==> config.mk <==
export PLATFORM = sky130hd
export DESIGN_NAME = alu_result_stage
export DESIGN_NICKNAME = d
export VERILOG_FILES = /design/src/rtl/alu_result_stage.sv
export SDC_FILE = /design/constraint.sdc
export NUM_CORES = 1
export LEC_CHECK = 0
export BUFFER_PORTS_ARGS = -buffer_cell sky130_fd_sc_hd__buf_2
export CAP_MARGIN = 10
export CORE_MARGIN = 8
export CORE_UTILIZATION = 35
export DETAILED_ROUTE_END_ITERATION = 12
export PLACE_DENSITY = 0.57
export REMOVE_ABC_BUFFERS = 1
export SLEW_MARGIN = 30
export SYNTH_ARGS = -nofsm -noshare
export SYNTH_HDL_FRONTEND = slang
export SYNTH_SLANG_ARGS = --single-unit
export TNS_END_PERCENT = 1
==> constraint.sdc <==
create_clock -name clk -period 3.2 [get_ports clk]
set_input_delay 0.32 -clock clk [delete_from_list [all_inputs] [get_ports clk]]
set_output_delay 0.32 -clock clk [all_outputs]
set_load 0.02 [all_outputs]
==> src/rtl/alu_result_stage.sv <==
`default_nettype none
// ============================================================================
// Module   : alu_result_stage
// Purpose  : Result/flag capture stage behind the 16-bit adder/subtractor:
//            2-entry FIFO, N/Z/C/V flags, sticky overflow and retire counter.
// Option   : define ALU_RESULT_SAT_EN to saturate overflowed results on push.
// Revision : 1.0
// ============================================================================
module alu_result_stage #(
   parameter int DATA_W = 16,
   parameter int CNT_W  = 16
) (
   input  logic              clk,
   input  logic              rst_n,
   input  logic              in_valid,
   output logic              in_ready,
   input  logic [DATA_W-1:0] in_result,
   input  logic              in_cout,
   input  logic              in_overflow,
   input  logic              in_sub,
   output logic              out_valid,
   input  logic              out_ready,
   output logic [DATA_W-1:0] out_result,
   output logic [3:0]        out_flags,
   output logic              sticky_v,
   input  logic              clr_sticky,
   output logic [CNT_W-1:0]  op_count
);

   logic [DATA_W-1:0] res_mem_q [2];
   logic [3:0]        flg_mem_q [2];

   logic              wr_ptr_q, wr_ptr_d;
   logic              rd_ptr_q, rd_ptr_d;
   logic [1:0]        occ_q, occ_d;
   logic              sticky_q, sticky_d;
   logic [CNT_W-1:0]  cnt_q, cnt_d;

   logic              push;
   logic              pop;
   logic [DATA_W-1:0] store_res;
   logic [3:0]        store_flg;

   assign in_ready  = (occ_q != 2'd2);
   assign out_valid = (occ_q != 2'd0);
   assign push      = in_valid && in_ready;
   assign pop       = out_valid && out_ready;

`ifdef ALU_RESULT_SAT_EN
   // Sign of the wrapped result is inverted relative to the true result.
   always_comb begin
      store_res = in_result;
      if (in_overflow) begin
         store_res = in_result[DATA_W-1] ? {1'b0, {(DATA_W-1){1'b1}}}
                                         : {1'b1, {(DATA_W-1){1'b0}}};
      end
   end
`else
   assign store_res = in_result;
`endif

   // C is reported as a borrow for subtraction.
   assign store_flg = {store_res[DATA_W-1],
                       (store_res == '0),
                       (in_sub ? ~in_cout : in_cout),
                       in_overflow};

   always_ff @(posedge clk) begin
      if (push) begin
         res_mem_q[wr_ptr_q] <= store_res;
         flg_mem_q[wr_ptr_q] <= store_flg;
      end
   end

   always_comb begin
      occ_d    = occ_q;
      wr_ptr_d = wr_ptr_q;
      rd_ptr_d = rd_ptr_q;
      sticky_d = sticky_q;
      cnt_d    = cnt_q;
      if (push) begin
         wr_ptr_d = ~wr_ptr_q;
      end
      if (pop) begin
         rd_ptr_d = ~rd_ptr_q;
         cnt_d    = cnt_q + 1'b1;
      end
      case ({push, pop})
         2'b10:   occ_d = occ_q + 2'd1;
         2'b01:   occ_d = occ_q - 2'd1;
         default: occ_d = occ_q;
      endcase
      if (pop && flg_mem_q[rd_ptr_q][0]) begin
         sticky_d = 1'b1;
      end else if (clr_sticky) begin
         sticky_d = 1'b0;
      end
   end

   always_ff @(posedge clk or negedge rst_n) begin
      if (!rst_n) begin
         occ_q    <= 2'd0;
         wr_ptr_q <= 1'b0;
         rd_ptr_q <= 1'b0;
         sticky_q <= 1'b0;
         cnt_q    <= '0;
      end else begin
         occ_q    <= occ_d;
         wr_ptr_q <= wr_ptr_d;
         rd_ptr_q <= rd_ptr_d;
         sticky_q <= sticky_d;
         cnt_q    <= cnt_d;
      end
   end

   assign out_result = out_valid ? res_mem_q[rd_ptr_q] : '0;
   assign out_flags  = out_valid ? flg_mem_q[rd_ptr_q] : 4'd0;
   assign sticky_v   = sticky_q;
   assign op_count   = cnt_q;

endmodule
`default_nettype wire

Word level (Yosys, flattened, before mapping)
Memories as Yosys holds them, arrays and structs flattened. Index checks and enable logic that the tools add are counted. Widths: inputs -> output; s select.

Bitwise operators: 3. Eq/ne operators: 3. Reductions and logical operators: 7. Muxes and demuxes: 8. Add/sub/neg operators: 3.

Operator list (count): $add 16x1->16 const B (1); $logic_not 16->1 (1); $mux 16 (1); $reduce_bool 2->1 (3); $mux 1 (5); $mux 4 (1); $pmux 2 s2 (1); $logic_and 1x1->1 (3); $not 1->1 (3); $add 2x1->2 const B (1); $eq 2x1->1 const B (1); $eq 2x2->1 const B (1); $ne 2x2->1 const B (1); $sub 2x1->2 const B (1).

Bits in writable memories: 40. Output and inout port bits: 39. Register bits: 21. Input port bits: 24. Memories kept: 2. Logic and storage cells: 31.

Memories: res_mem_q (words 2, width 16, read ports 1, clocked after memory_dff 0, write ports 1, RTL line 30) `logic [DATA_W-1:0] res_mem_q [2];`; flg_mem_q (words 2, width 4, read ports 1, clocked after memory_dff 0, write ports 1, RTL line 31) `logic [3:0] flg_mem_q [2];`.

Longest topological paths before layout
Gate-level depths: netlist (run 1).

Depth after elaboration: 4. Depth in mapped cells: 7. Gate-level depth less buffers: 6.

Worst setup path before layout (run 1)
Ideal clock, no wire load.

Path kind: reg2reg. From: reg occ_q[1]. To: mem flg_mem_q[0][0], enable pin. Stages on the path, launching flop included: 4. Buffers on the path: 0. Period minus slack after synthesis: 2080 ps. Data required time: 2805 ps. Setup time: 395 ps. Arrival: 1685 ps. Setup slack: 1120 ps. Path through: dfrtp_1 > or2b_1 > nand2_1 > nor2_1.

Longest elaborated chain between the ends: 4.

Ends and longest elaborated chain: start: declaration (RTL line 35) `logic [1:0] occ_q, occ_d;`; start signal: assignment (RTL line 102) `occ_q <= 2'd0;`; start signal: assignment (RTL line 108) `occ_q <= occ_d;`; $ne 2x2->1 (RTL line 44) `assign in_ready = (occ_q != 2'd2);`; via in_ready (RTL line 16) `output logic in_ready,`; $logic_and 1x1->1 (RTL line 46) `assign push = in_valid && in_ready;`; $mux 1 (RTL line 69) `if (push) begin`; $mux 1 (implied by the code) (RTL line 71) `flg_mem_q[wr_ptr_q] <= store_flg;`; end: declaration (RTL line 31).

The timed path passes the listed nets, and every way through them passes these cells.

Worst setup path in the final report (run 1)
From: reg occ_q[0]. To: out out_flags[0].

Longest elaborated chain between the ends: 2.

Ends and longest elaborated chain: $reduce_bool 2->1 (RTL line 45) `assign out_valid = (occ_q != 2'd0);`; $mux 4 (RTL line 117) `assign out_flags = out_valid ? flg_mem_q[rd_ptr_q] : 4'd0;`; end: declaration (RTL line 24) `output logic [3:0] out_flags,`.

No other way between the ends.

==> results.txt, run 1 <==
Most frequent cells in the layout: 62 x buf_2, 38 x edfxtp_1, 23 x nor2_1
Vias: 1491
Die W: 99.1 um
First-pass GRT wire length: 7.91 mm
PostCTS Resize Cnt: 0
Setup crit end kind: output port
Worst Setup Start Kind: flop
Final Max Slew Viols: 0
Status: finished, final reports clean
Netlist cell types: 23
Avg WL per Cell: 14.6 um
Layout cells sized above 1: 33.9%
Yosys reg bits: 59
Final setup vio count: 0
Drt pass-1 iters: 4
Unrepaired setup endpoints after global routing: no
Combinational share of power: 38.1%
CP max stage cell: dfrtp_1
ANT cells: 0
Largest net degree at the start of global routing: 22
Critical Path RT: 2.88 ns
DPL Wire Length: 3.43 mm
DIE AREA: 9810 um2
CTS tree: built
Detail-routed via count per cell: 4.59
Num CTS Buffers: 9
H-tree depth: 3
Overflow after GRT: 0
Final Hold Fails: 0
# nets final: 266
Initial Utilization: 35.9%
Tmin final: 1.97 ns
Arrival @ worst endpoint: 1.65 ns
Initial antenna violation count: 0
Clk pwr share: 20.9%
Mapped Area: 2410 um2
Peak VDD IR: 0.000442 V
Vias in the first global route: 1612
Die Y: 99.1 um
Power per cell area: 921 nW/um2
Commonest non-fill, non-tap cell in the layout: buf_2
Max Cap Viol: 0
I/O Buffers: 62
Post-synthesis sequential area ratio: 69.0%
Critical-path cell list: nor2_1 > buf_4 > nor2_1 > buf_2
Post-route clock skew: 0.00868 ns
Class of the worst hold path: in -> reg
Worst-Skew Late Latency: 0.34 ns
I/O pins: 63
Post-route setup TNS: 0 ns
Register share of total power: 41.0%
Buffer count from post-CTS setup fixing: 0
DRC violations left: 0
Yosys warning count: 0
Final WL: 4.75 mm
Num rows: 30
All-Layer GR Usage: 10.5%
Worst slew pin tran: 0.909 ns
P_leak: 1.34 nW
Hold bufs inserted after CTS: 1
Internal Power: 1.67 mW
Area delta synth->final: 23.8%
Syn Inst Count: 170
Clk pin slew, worst setup/hold paths: 0.07 ns
Reg2Reg Depth: 3
Relative slew slack: 39.3%
Switching Fraction: 39.2%
Post-Layout Cell Count: 325
Syn avg cell area: 14.2 um2
CTS sink cnt: 59
Clk root buf: clkbuf_8
Fmax: 508 MHz
RD Place Congestion: 0.701
Worst hold path stage count: 1
Crit path max fanout: 16
Total core area: 6720 um2
Critical path's most frequent cell: nor2_1
Tcrit/Tclk final: 61.5%
CTS Buffer Depth: 2
Net Sw Power: 1.08 mW
Antenna Violating Nets Remaining: 0
Max incr delay on CP: 0.46 ns
Number of DRC markers in iteration 0: 61
CP Class: reg -> out
Placed cells: 308
## metal layers
| metal | share of wire (%) | GRT usage, % |
|---|---|---|
| met5 | 0 | 0 |
| met4 | 1.4 | 3.61 |
| met3 | 10 | 6.34 |
| met2 | 44 | 16.3 |
| met1 | 44 | 11.6 |
## power by group through the flow
stage          clock (mW)  combinational [mW]  sequential [mW]
2_1_floorplan           0               0.619             1.22
3_3_place_gp            0                1.07             1.14
3_5_place_dp            0                1.07             1.14
4_1_cts             0.596                1.07             1.13
5_1_grt             0.631                1.15             1.16
6_report            0.574                1.05             1.13
## cell usage after synthesis, drive strengths merged
library cell	count	area, um2
and3	7	43.8
and4	1	8.76
buf	4	25.0
clkbuf	2	7.51
dfrtp	21	526
edfxtp	38	1140
ha	2	25.0
inv	3	11.3
mux2i	19	190
nand2	13	48.8
nand3	4	20.0
nand4	1	6.26
nor2	24	90.1
nor3	1	5.00
nor4	5	46.3
o21ai	1	16.3
o22ai	1	6.26
or2	1	6.26
or2b	1	7.51
xnor2	15	131
xor2	6	52.6
## registers in the layout, summed over array words and instances (netlist names)
signal and flops:
occ_q 2, res_mem_q 30, rd_ptr_q 1, sticky_v 1
flg_mem_q 8, op_count 16, wr_ptr_q 1
## cells by family after synthesis
logic type	count (synthesis)	synth area share, %
XOR/XNOR	21	7.62
multiplexers	19	7.88
buffers and inverters	9	1.81
adder cells (fa/ha/maj)	2	1.04
flip-flops	59	69.0
AO/OA/AOI/OAI	2	0.933
AND/OR/NAND/NOR	58	11.7
## metrics by stage
step	instance area [um2]	util, %	setup slack (ns)	hold slack [ns]	total power, mW
floorplan	2380	-	1.12	0.0244	1.84
global placement	2810	41.8	1.36	0.306	2.21
detailed placement	2810	41.8	1.33	0.309	2.21
global route	2990	44.5	1.09	0.146	2.94
CTS	2990	44.5	1.19	0.153	2.80
finish	2990	44.5	1.23	0.168	2.75
## cell type report
type / count / area [um2]
Clock buffer: 10 / 128
Sequential cell: 59 / 1670
Inverter: 3 / 11.3
Tap cell: 80 / 100
Clock inverter: 6 / 41.3
Fill cell: 624 / 3730
Timing Repair Buffer: 65 / 335
Multi-Input combinational cell: 102 / 707
## critical path: cells and delay by family (launching register included)
family	cells	cell delay, ns
AND/OR/NAND/NOR	2	0.38
flip-flops	1	0.46
buffers and inverters	2	0.46
## final timing paths
check | start | end | slack (ns)
min in group asynchronous | rst_n | op_count[4]$_DFFE_PN0P_ | 0.46
max in group asynchronous | rst_n | rd_ptr_q$_DFFE_PN0P_ | 2.42
min | in_overflow | flg_mem_q[1][0]$_DFFE_PP_ | 0.17
max reg2reg | occ_q[0]$_DFFE_PN0P_ | res_mem_q[0][0]$_DFFE_PP_ | 1.34
max | occ_q[0]$_DFFE_PN0P_ | out_flags[0] | 1.23
min reg2reg | op_count[15]$_DFFE_PN0P_ | op_count[15]$_DFFE_PN0P_ | 0.47
Power figures use the tool's default switching activity.
==> run 2, diff against run 1 <==
--- a/config.mk
+++ b/config.mk
@@ -5,12 +5,13 @@
 export SDC_FILE = /design/constraint.sdc
 export NUM_CORES = 1
 export LEC_CHECK = 0
+export ABC_AREA = 1
 export BUFFER_PORTS_ARGS = -buffer_cell sky130_fd_sc_hd__buf_2
 export CAP_MARGIN = 10
 export CORE_MARGIN = 8
 export CORE_UTILIZATION = 35
 export DETAILED_ROUTE_END_ITERATION = 12
-export PLACE_DENSITY = 0.57
+export PLACE_DENSITY = 0.56
 export REMOVE_ABC_BUFFERS = 1
 export SLEW_MARGIN = 30
 export SYNTH_ARGS = -nofsm -noshare
==> constraint.sdc (replaced) <==
create_clock -name clk -period 2.03 [get_ports clk]
set_input_delay 0.203 -clock clk [delete_from_list [all_inputs] [get_ports clk]]
set_output_delay 0.203 -clock clk [all_outputs]
set_load 0.02 [all_outputs]
==> run 2 against run 1 <==
Compared with the run above: final cell count up 31%; clock power up 99%; sequential share of layout area down 4.6 points; routed wire length up 25%.
==> results.txt, run 2 <==
Status: finished, final reports clean (unchanged)
Pwr Total: 4.71 mW (was 2.75 mW)
Primary FF master, synth: edfxtp_1 (unchanged)
Power per cell area: 1440 nW/um2 (was 921 nW/um2)
Syn avg cell area: 10.4 um2 (was 14.2 um2)
Relative slew slack: 66.8% (was 39.3%)
Final Hold Fails: 0 (unchanged)
Largest net degree at the start of global routing: 22 (unchanged)
CP max stage cell: dfrtp_1 (unchanged)
Initial antenna violation count: 0 (unchanged)
Largest cells by area after synthesis: edfxtp_1 44%, dfrtp_1 20%, nand2_1 12%, a21oi_1 3.8%, xor2_1 3.0% (was edfxtp_1 47%, dfrtp_1 22%, mux2i_1 7.9%, xnor2_1 5.4%, nor2_1 3.7%)
Fmax: 584 MHz
DRC violations left: 0 (unchanged)
Share of the synthesized area in the top cell type: 43.9% (was 47.3%)
Die W: 102 um (was 99.1 um)
Unrepaired setup endpoints after global routing: no (unchanged)
Max Cap Viol: 0 (unchanged)
ANT cells: 0 (unchanged)
DPL Wire Length: 4.21 mm (was 3.43 mm)
Vias: 1935 (was 1491)
Top cells by count, synth: 82 x nand2_1, 38 x edfxtp_1, 21 x dfrtp_1 (was 38 x edfxtp_1, 24 x nor2_1, 21 x dfrtp_1)
Initial Utilization: 36.1% (was 35.9%)
Critical Path RT: 1.83 ns (was 2.88 ns)
CTS sink cnt: 59 (unchanged)
CTS tree: built (unchanged)
Vias in the first global route: 2009 (was 1612)
Num rows: 31 (was 30)
Layout cells sized above 1: 29.4% (was 33.9%)
CTS Buffer Depth: 2 (unchanged)
Worst Setup Start Kind: flop (unchanged)
Max incr delay on CP: 0.42 ns (was 0.46 ns)
Total core area: 7210 um2 (was 6720 um2)
CP Class: reg -> out (unchanged)
Buffer count from post-CTS setup fixing: 0 (unchanged)
Final setup vio count: 0 (unchanged)
Drt pass-1 iters: 4 (unchanged)
Register with the highest flop count: res_mem_q (unchanged)
RD Place Congestion: 0.713 (was 0.701)
Netlist cell types: 26 (was 23)
Final WL: 5.92 mm (was 4.75 mm)
DIE AREA: 10400 um2 (was 9810 um2)
Tcrit/Tclk final: 84.4%
EDFF count, synth: 38 (unchanged)
I/O Buffers: 62 (unchanged)
Most common cell in the netlist: nand2_1 (was edfxtp_1)
Clk root buf: clkbuf_8 (unchanged)
# nets final: 348 (was 266)
Number of DRC markers in iteration 0: 58 (was 61)
Max FFs per register: 30 (unchanged)
Post-synthesis sequential area ratio: 64.1% (was 69.0%)
Setup crit end kind: output port (unchanged)
Worst-Skew Late Latency: 0.33 ns (was 0.34 ns)
I/O pins: 63 (unchanged)
Worst slew pin tran: 0.498 ns (was 0.909 ns)
Overflow after GRT: 0 (unchanged)
Syn Inst Count: 250 (was 170)
Commonest non-fill, non-tap cell in the layout: nand2_1 (was buf_2)
Yosys top cell by area: edfxtp_1 (unchanged)
Mapped Area: 2600 um2 (was 2410 um2)
Arrival @ worst endpoint: 1.51 ns (was 1.65 ns)
Die Y: 102 um (was 99.1 um)
Tmin final: 1.71 ns
Crit path max fanout: 19 (was 16)
Yosys reg bits: 59 (unchanged)
Area delta synth->final: 25.3% (was 23.8%)
First-pass GRT wire length: 9.64 mm (was 7.91 mm)
Final Max Slew Viols: 0 (unchanged)
All-Layer GR Usage: 12.3% (was 10.5%)
P_leak: 1.43 nW (was 1.34 nW)
H-tree depth: 3 (unchanged)
FFs w/ async S/R, synth: 35.6% (unchanged)
Post-route clock skew: 0.00775 ns (was 0.00868 ns)
Yosys warning count: 0 (unchanged)
Num CTS Buffers: 9 (unchanged)
Antenna Violating Nets Remaining: 0 (unchanged)
Peak VDD IR: 0.000611 V (was 0.000442 V)
Clk pin slew, worst setup/hold paths: 0.06 ns (was 0.07 ns)
Class of the worst hold path: in -> reg (unchanged)
Critical-path cell list: nor2_2 > buf_4 > a21oi_1 > buf_2 (was nor2_1 > buf_4 > nor2_1 > buf_2)
Avg WL per Cell: 13.9 um (was 14.6 um)
Detail-routed via count per cell: 4.54 (was 4.59)
Post-route setup TNS: 0 ns (unchanged)
Most frequent cells in the layout: 82 x nand2_1, 62 x buf_2, 38 x edfxtp_1 (was 62 x buf_2, 38 x edfxtp_1, 23 x nor2_1)
-- run 2: cell types whose count changed in the layout (fill, tap and decap cells not counted), sizes merged, moves of 3 or more --
cell / before / now
and3: 7 / 0
nand4: 1 / 5
a21oi: 0 / 20
xnor2: 15 / 3
mux2i: 19 / 0
inv: 4 / 17
xor2: 6 / 9
buf: 64 / 68
nand2: 13 / 85
-- run 2: power breakdown --
| group | switching (mW) | internal, mW | leakage, nW | total, mW |
|---|---|---|---|---|
| clock | 0.449 | 0.688 | 0.103 | 1.14 |
| sequential | 0.152 | 1.60 | 0.620 | 1.75 |
| combinational | 1.25 | 0.569 | 0.708 | 1.82 |
| total | 1.85 | 2.86 | 1.43 | 4.71 |
-- run 2: final timing paths --
kind	from	to	slack, ns	cells past startpoint
worst max-delay path	occ_q[0]$_DFFE_PN0P_	out_result[6]	0.32	4
worst min-delay path	in_overflow	flg_mem_q[0][0]$_DFFE_PP_	0.06	1
worst max register to register	occ_q[0]$_DFFE_PN0P_	occ_q[1]$_DFFE_PN0P_	0.49	7
worst min register to register	op_count[6]$_DFFE_PN0P_	op_count[6]$_DFFE_PN0P_	0.52	1
max in group asynchronous	rst_n	op_count[0]$_DFFE_PN0P_	1.32	2
min in group asynchronous	rst_n	op_count[10]$_DFFE_PN0P_	0.37	2
-- run 2: logic make-up after synthesis --
group,Yosys count,share of synthesized area [%]
xor gates and xnor gates,12,4.04
and+or+nand+nor,128,21.9
AOI/OAI and AO/OA,23,4.57
buffers and inverters,26,4.42
adders and majority gates,2,0.962
DFF,59,64.1
-- run 2: layer usage --
layer  up-vias  part of all wire, %  global-route usage [%]
li1        969                    -                       -
met3         9                  7.3                    4.29
met2        59                   47                    20.3
met1       898                   45                    13.9
met5         -                    0                       0
met4         0                  1.4                    5.76
-- run 2: metrics by stage --
step	worst slack [ns]	instance area, um2	util (%)	hold slack [ns]	std cells
4_1_cts	0.0911	3250	45.1	0.0390	426
5_1_grt	0.173	3260	45.2	0.0379	426
3_3_place_gp	0.529	3040	42.1	0.203	409
2_1_floorplan	-0.0108	2550	-	-0.0926	242
3_5_place_dp	0.466	3040	42.1	0.216	409
6_report	0.318	3260	45.2	0.0585	426
-- run 2: cell type report --
class	instances	area [um2]
Clock buffer	11	131
Clock inverter	5	77.6
Fill cell	692	3960
Inverter	18	71.3
Multi-Input combinational cell	165	822
Sequential cell	59	1670
Tap cell	99	124
Timing Repair Buffer	69	365
-- run 2: worst max-delay path: cells and delay by family (launching register included) --
family          cells  cell delay (ns)
buf+inv             2             0.45
compound gates      1             0.09
flops               1             0.42
simple gates        1             0.21
-- run 2: what timing repair did --
| item | CTS | global route |
|---|---|---|
| hold endpoints to repair | 21 | 0 |
| hold buffers | 1 | 0 |
| endpoints found under the setup margin | 0 | 1 |
| resized for setup | 0 | 1 |
